### config.mk
export PLATFORM = sky130hd
export DESIGN_NAME = uart_rx_ctrl
export DESIGN_NICKNAME = d
export VERILOG_FILES = /design/src/rtl/uart_pkg.sv /design/src/rtl/uart_baud_gen.sv /design/src/rtl/uart_rx_ctrl.sv
export SDC_FILE = /design/constraint.sdc
export NUM_CORES = 1
export LEC_CHECK = 0
export CORE_AREA = 5 5 70 72
export CTS_CLUSTER_DIAMETER = 200
export DETAILED_ROUTE_END_ITERATION = 7
export DIE_AREA = 0 0 75 77
export DONT_BUFFER_PORTS = 1
export PLACE_DENSITY_LB_ADDON = 0.05
export SLEW_MARGIN = 10
export SYNTH_ARGS = -nofsm -noshare
export SYNTH_HDL_FRONTEND = slang
export SYNTH_SLANG_ARGS = --single-unit
### constraint.sdc
create_clock -name clk -period 2.5 [get_ports clk]
set_input_delay 0.5 -clock clk [delete_from_list [all_inputs] [get_ports clk]]
set_output_delay 0.5 -clock clk [all_outputs]
set_load 0.005 [all_outputs]
### src/rtl/uart_pkg.sv
// Shared UART definitions: receive FSM states, divider calculation and vote window.
`timescale 1ns/1ps
package uart_pkg;

    typedef enum logic [2:0] {
        IDLE,
        START,
        DATA,
        STOP,
        BRK
    } rx_state_t;

    // Samples are taken at mid-bit minus/plus this many oversample ticks.
    localparam int VOTE_OFFSET = 1;

    function automatic int calc_div(input int clk_hz, input int baud, input int os);
        return (clk_hz + (baud * os) / 2) / (baud * os);
    endfunction

endpackage

### src/rtl/uart_baud_gen.sv
// Oversample tick generator: one-cycle os_tick every DIV clocks, restartable with clr.
`timescale 1ns/1ps
module uart_baud_gen #(
    parameter int DIV = 326
) (
    input  logic clk,
    input  logic rst_n,
    input  logic clr,
    output logic os_tick
);

    localparam int CNT_W = (DIV > 1) ? $clog2(DIV) : 1;
    localparam logic [CNT_W-1:0] CNT_LAST = CNT_W'(DIV - 1);

    logic [CNT_W-1:0] cnt;

    if (DIV < 2) begin : g_bad_div
        $error("uart_baud_gen: DIV must be at least 2");
    end

    always_ff @(posedge clk or negedge rst_n) begin
        if (!rst_n) begin
            cnt <= '0;
        end else if (clr || cnt == CNT_LAST) begin
            cnt <= '0;
        end else begin
            cnt <= cnt + CNT_W'(1);
        end
    end

    assign os_tick = (cnt == CNT_LAST) && !clr;

endmodule

### src/rtl/uart_rx_ctrl.sv
// Receive sequencer: synchronizes rx, qualifies start bits, votes each bit at mid-point
// and strobes the deserializer; closes every frame with frame_done or frame_err.
`timescale 1ns/1ps
module uart_rx_ctrl
    import uart_pkg::*;
#(
    parameter int CLK_HZ     = 50_000_000,
    parameter int BAUD       = 9600,
    parameter int OVERSAMPLE = 16,
    parameter int DATA_BITS  = 8
) (
    input  logic clk,
    input  logic rst_n,
    input  logic rx,
    output logic bit_tick,
    output logic bit_val,
    output logic shift_en,
    output logic frame_done,
    output logic frame_err,
    output logic busy
);

    localparam int DIV   = calc_div(CLK_HZ, BAUD, OVERSAMPLE);
    localparam int OS_W  = $clog2(OVERSAMPLE);
    localparam int IDX_W = $clog2(DATA_BITS + 1);

    localparam logic [OS_W-1:0]  OS_LAST  = OS_W'(OVERSAMPLE - 1);
    localparam logic [OS_W-1:0]  OS_MID   = OS_W'(OVERSAMPLE / 2);
    localparam logic [OS_W-1:0]  OS_EARLY = OS_W'(OVERSAMPLE / 2 - VOTE_OFFSET);
    localparam logic [OS_W-1:0]  OS_LATE  = OS_W'(OVERSAMPLE / 2 + VOTE_OFFSET);
    localparam logic [IDX_W-1:0] IDX_LAST = IDX_W'(DATA_BITS - 1);

    if (OVERSAMPLE < 8 || (OVERSAMPLE % 2) != 0) begin : g_bad_os
        $error("uart_rx_ctrl: OVERSAMPLE must be even and >= 8");
    end

    rx_state_t        state;
    rx_state_t        state_next;
    logic             rx_meta;
    logic             rx_s;
    logic             os_tick;
    logic             clr;
    logic [OS_W-1:0]  os_cnt;
    logic [OS_W-1:0]  hi_cnt;
    logic [IDX_W-1:0] bit_idx;
    logic             samp_early;
    logic             samp_mid;
    logic             shift_q;
    logic             start_ok;
    logic             decide;
    logic             wrap;
    logic             vote;

    uart_baud_gen #(.DIV(DIV)) u_baud_gen (
        .clk     (clk),
        .rst_n   (rst_n),
        .clr     (clr),
        .os_tick (os_tick)
    );

    always_ff @(posedge clk or negedge rst_n) begin
        if (!rst_n) begin
            rx_meta <= 1'b1;
            rx_s    <= 1'b1;
        end else begin
            rx_meta <= rx;
            rx_s    <= rx_meta;
        end
    end

    always_ff @(posedge clk or negedge rst_n) begin
        if (!rst_n) begin
            state <= IDLE;
        end else begin
            state <= state_next;
        end
    end

    assign decide = os_tick && (os_cnt == OS_LATE);
    assign wrap   = os_tick && (os_cnt == OS_LAST);
    // The third vote sample is the live synchronized line at the decide tick.
    assign vote   = (samp_early & samp_mid) | (samp_early & rx_s) | (samp_mid & rx_s);

    always_ff @(posedge clk or negedge rst_n) begin
        if (!rst_n) begin
            os_cnt     <= '0;
            hi_cnt     <= '0;
            bit_idx    <= '0;
            samp_early <= 1'b1;
            samp_mid   <= 1'b1;
            shift_q    <= 1'b0;
        end else begin
            if (clr) begin
                os_cnt <= '0;
            end else if (os_tick) begin
                os_cnt <= (os_cnt == OS_LAST) ? '0 : os_cnt + OS_W'(1);
            end

            if (os_tick && os_cnt == OS_EARLY) begin
                samp_early <= rx_s;
            end
            if (os_tick && os_cnt == OS_MID) begin
                samp_mid <= rx_s;
            end

            if (start_ok) begin
                bit_idx <= '0;
            end else if (state == DATA && wrap) begin
                bit_idx <= bit_idx + IDX_W'(1);
            end

            // Counts consecutive high ticks while waiting for a break to end.
            if (state != BRK) begin
                hi_cnt <= '0;
            end else if (os_tick) begin
                hi_cnt <= rx_s ? hi_cnt + OS_W'(1) : '0;
            end

            if (frame_done || frame_err) begin
                shift_q <= 1'b0;
            end else if (bit_tick) begin
                shift_q <= 1'b1;
            end
        end
    end

    always_comb begin
        state_next = state;
        clr        = 1'b0;
        start_ok   = 1'b0;
        bit_tick   = 1'b0;
        bit_val    = 1'b0;
        frame_done = 1'b0;
        frame_err  = 1'b0;
        case (state)
            IDLE: begin
                if (!rx_s) begin
                    clr        = 1'b1;
                    state_next = START;
                end
            end
            START: begin
                if (decide) begin
                    if (vote) begin
                        state_next = IDLE;
                    end else begin
                        start_ok = 1'b1;
                    end
                end else if (wrap) begin
                    state_next = DATA;
                end
            end
            DATA: begin
                if (decide) begin
                    bit_tick = 1'b1;
                    bit_val  = vote;
                end else if (wrap && bit_idx == IDX_LAST) begin
                    state_next = STOP;
                end
            end
            STOP: begin
                if (decide) begin
                    if (vote) begin
                        frame_done = 1'b1;
                        state_next = IDLE;
                    end else begin
                        frame_err  = 1'b1;
                        state_next = BRK;
                    end
                end
            end
            BRK: begin
                if (os_tick && rx_s && hi_cnt == OS_LAST) begin
                    state_next = IDLE;
                end
            end
            default: state_next = IDLE;
        endcase
    end

    assign shift_en = (shift_q | bit_tick) & ~(frame_done | frame_err);
    assign busy     = (state != IDLE);

endmodule

==> impl_metrics.ini <==
[clock_tree]
clk_latency_ns = 0.28
clk_pin_slew_ns = 0.07
cts_sinks = 29
cts_buffers = 5
clock-root-buffer = clkbuf_8
cts_tree = built
ctsLongestPathBuffers = 2
htree_levels = 2

[global_route]
grt_max_degree = 26
track_usage = 0.136
antenna_found_initial = 0
first_global_vias = 1294
grt_pass1_wl_um = 6020
gr-total-overflow = 0

[critical_path]
r2r_slack_ns = 0.10
crit_path_end = bit_val
reg2reg_from = u_baud_gen.cnt[4]
r2r-end = state[0]
cp_data_arrival_time_ns = 1.97
cp.required_ns = 2.00
cp_max_fo = 4
worstSetupPathType = reg -> out
end_kind = primary output
path_cells = or4b_4, nor4_4, and3_4, and2_4
critPathLaunch = u_baud_gen.cnt[4]
reg2regPathDepth = 6
cp_slowest_cell = or4b_4
critPathLaunchType = register
critPathMaxStageDelay_ns = 0.56

[final_layout]
areaGrowthSynthToFinish_pct = 18.3
final_cell_mix = dfrtp_1 (24), nor2_1 (23), nand2_1 (14)
n_fill_cell = 406
antenna_cells = 0
layout-drive-gt1-share = 0.188
layout_commonest_cell = dfrtp_1
final_nets = 190

[routing]
viasPerCell = 5.24
first_pass_iters = 4
drtAntennaViolNets = 0
drt_iter0_markers = 65
num_vias = 1221
drt_wl_total_um = 3450
routedWlPerCell_um = 14.8
drc = 0

[placed_design]
gp_congestion = 0.803
io_buffers = 0
hpwl_um = 2430
dp_slack_ns = 0.0733

[logic_synthesis]
async_reset_ff_frac = 1.00
synthFlopType = dfrtp_1
ys_ff_latch = 29
synth_nets = 175
synth_edf_count = 0
synth_warnings = 0
ys_types = 45
synth.avg_cell_area_um2 = 9.76
syn_area_mm2 = 0.00161
synth-seq-area-share = 0.454
syn_inst = 165

[sta]
skew_ns = 0.00836
fmax_mhz = 405
hold_viol_final = 0
tightest_slew_ns = 0.407
grt_setup_unrepaired = true
relSlewSlack = 0.725
period_needed_ns = 2.47
setup_viol = 0
fin_crit_sh = 0.987
slew_violations = 0
finalWorstSetupSlack_ns = 0.0316

[die]
die_h_um = 77
die-area_mm2 = 0.00578
core_mm2 = 0.00423
num_io_pins = 9
initial_utilization = 0.380
dieWidth_um = 75
num_rows = 24

[status]
outcome = finished, final reports clean

[power_and_ir_drop]
peakVddDrop_uv = 445
total_power_mw = 1.07
leakage_nw = 0.837
power.density_mw_per_mm2 = 560

[worst_hold_path]
hold_path.class = in -> async

[run]
drv_cap = 0
[cell families (layout without fill, tap and decap cells)]
kind of cell               after synthesis  count (layout)  synth area share
and+or+nand+nor                         79              79             0.285
xor gates and xnor gates                11              11            0.0598
buffers and inverters                   10              26            0.0233
AOI/OAI and AO/OA                       26              26             0.102
DFF                                     29              29             0.454
muxes                                    2               2            0.0155
adders and majority gates                8               8            0.0606
[sequential cells by signal (all words and copies together) (netlist names)]
name and flops:
samp_mid 1, state 3, samp_early 1, shift_q 1, u_baud_gen.cnt 9, hi_cnt 4, rx_meta 1, rx_s 1
bit_idx 4, os_cnt 4
[layer usage]
metal	wire length, um	track usage
met3	157	0.0458
met5	0	0
met1	1680	0.179
met2	1550	0.194
met4	56	0.0694
[power breakdown]
| group | switching (mW) | internal (mW) | total, mW |
|---|---|---|---|
| Sequential | 0.00242 | 0.472 | 0.475 |
| Combinational | 0.00842 | 0.00402 | 0.0124 |
| Clock | 0.185 | 0.396 | 0.581 |
| Total | 0.196 | 0.872 | 1.07 |
[area by class of cell]
type / instances / area, um2 / area share
inverter: 6 / 22.5 / 0.0118
multi-input combinational: 126 / 850 / 0.446
clock inverter: 3 / 65.1 / 0.0341
timing repair buffer: 12 / 103 / 0.0538
sequential: 29 / 732 / 0.384
clock buffer: 5 / 68.8 / 0.0361
tap: 52 / 65.1 / 0.0341
[worst min-delay path by stage]
stage                     startpoint  depth (start not counted)    endpoint  slack, ns
after detailed placement       rst_n                          0     shift_q       0.21
after global placement         rst_n                          0     shift_q       0.21
after CTS                      rst_n                          1     shift_q       0.02
after floorplan                rst_n                          0  bit_idx[0]       0.20
final                          rst_n                          1     shift_q       0.03
after global routing           rst_n                          1     shift_q       0.03
[Yosys cell counts (6+ instances only)]
| cell | count | area, um2 |
|---|---|---|
| nand4_1 | 7 | 43.8 |
| nor2_1 | 23 | 86.3 |
| xor2_1 | 9 | 78.8 |
| nand2_1 | 14 | 52.6 |
| nand3_1 | 7 | 35.0 |
| o21ai_0 | 7 | 35.0 |
| dfrtp_1 | 25 | 626 |
| inv_1 | 6 | 22.5 |
| ha_1 | 7 | 87.6 |
[stage by stage]
step / std cells / hold WS, ns / TNS, ns / utilization / instance area (um2)
floorplan: 165 / 0.204 / 0 / - / 1610
global placement: 220 / 0.205 / 0 / 0.405 / 1710
detailed placement: 220 / 0.205 / 0 / 0.405 / 1710
CTS: 232 / 0.0244 / -0.0559 / 0.447 / 1890
global route: 233 / 0.0285 / -0.118 / 0.450 / 1910
finish: 233 / 0.0279 / 0 / 0.450 / 1910
[repair_timing]
action	4_1_cts	5_1_grt
setup endpoints to repair	4	5
endpoints found under the hold margin	25	0
gates cloned	0	0
pin swaps	3	3
hold buffers	1	0
gates resized for setup	2	2
setup buffers	3	1
[worst max-delay path: cells and delay by family, from the launching register on]
family / cells / cell delay (ns)
flip-flops: 1 / 0.38
AND/OR/NAND/NOR: 4 / 1.30
Power figures use the tool's default switching activity.
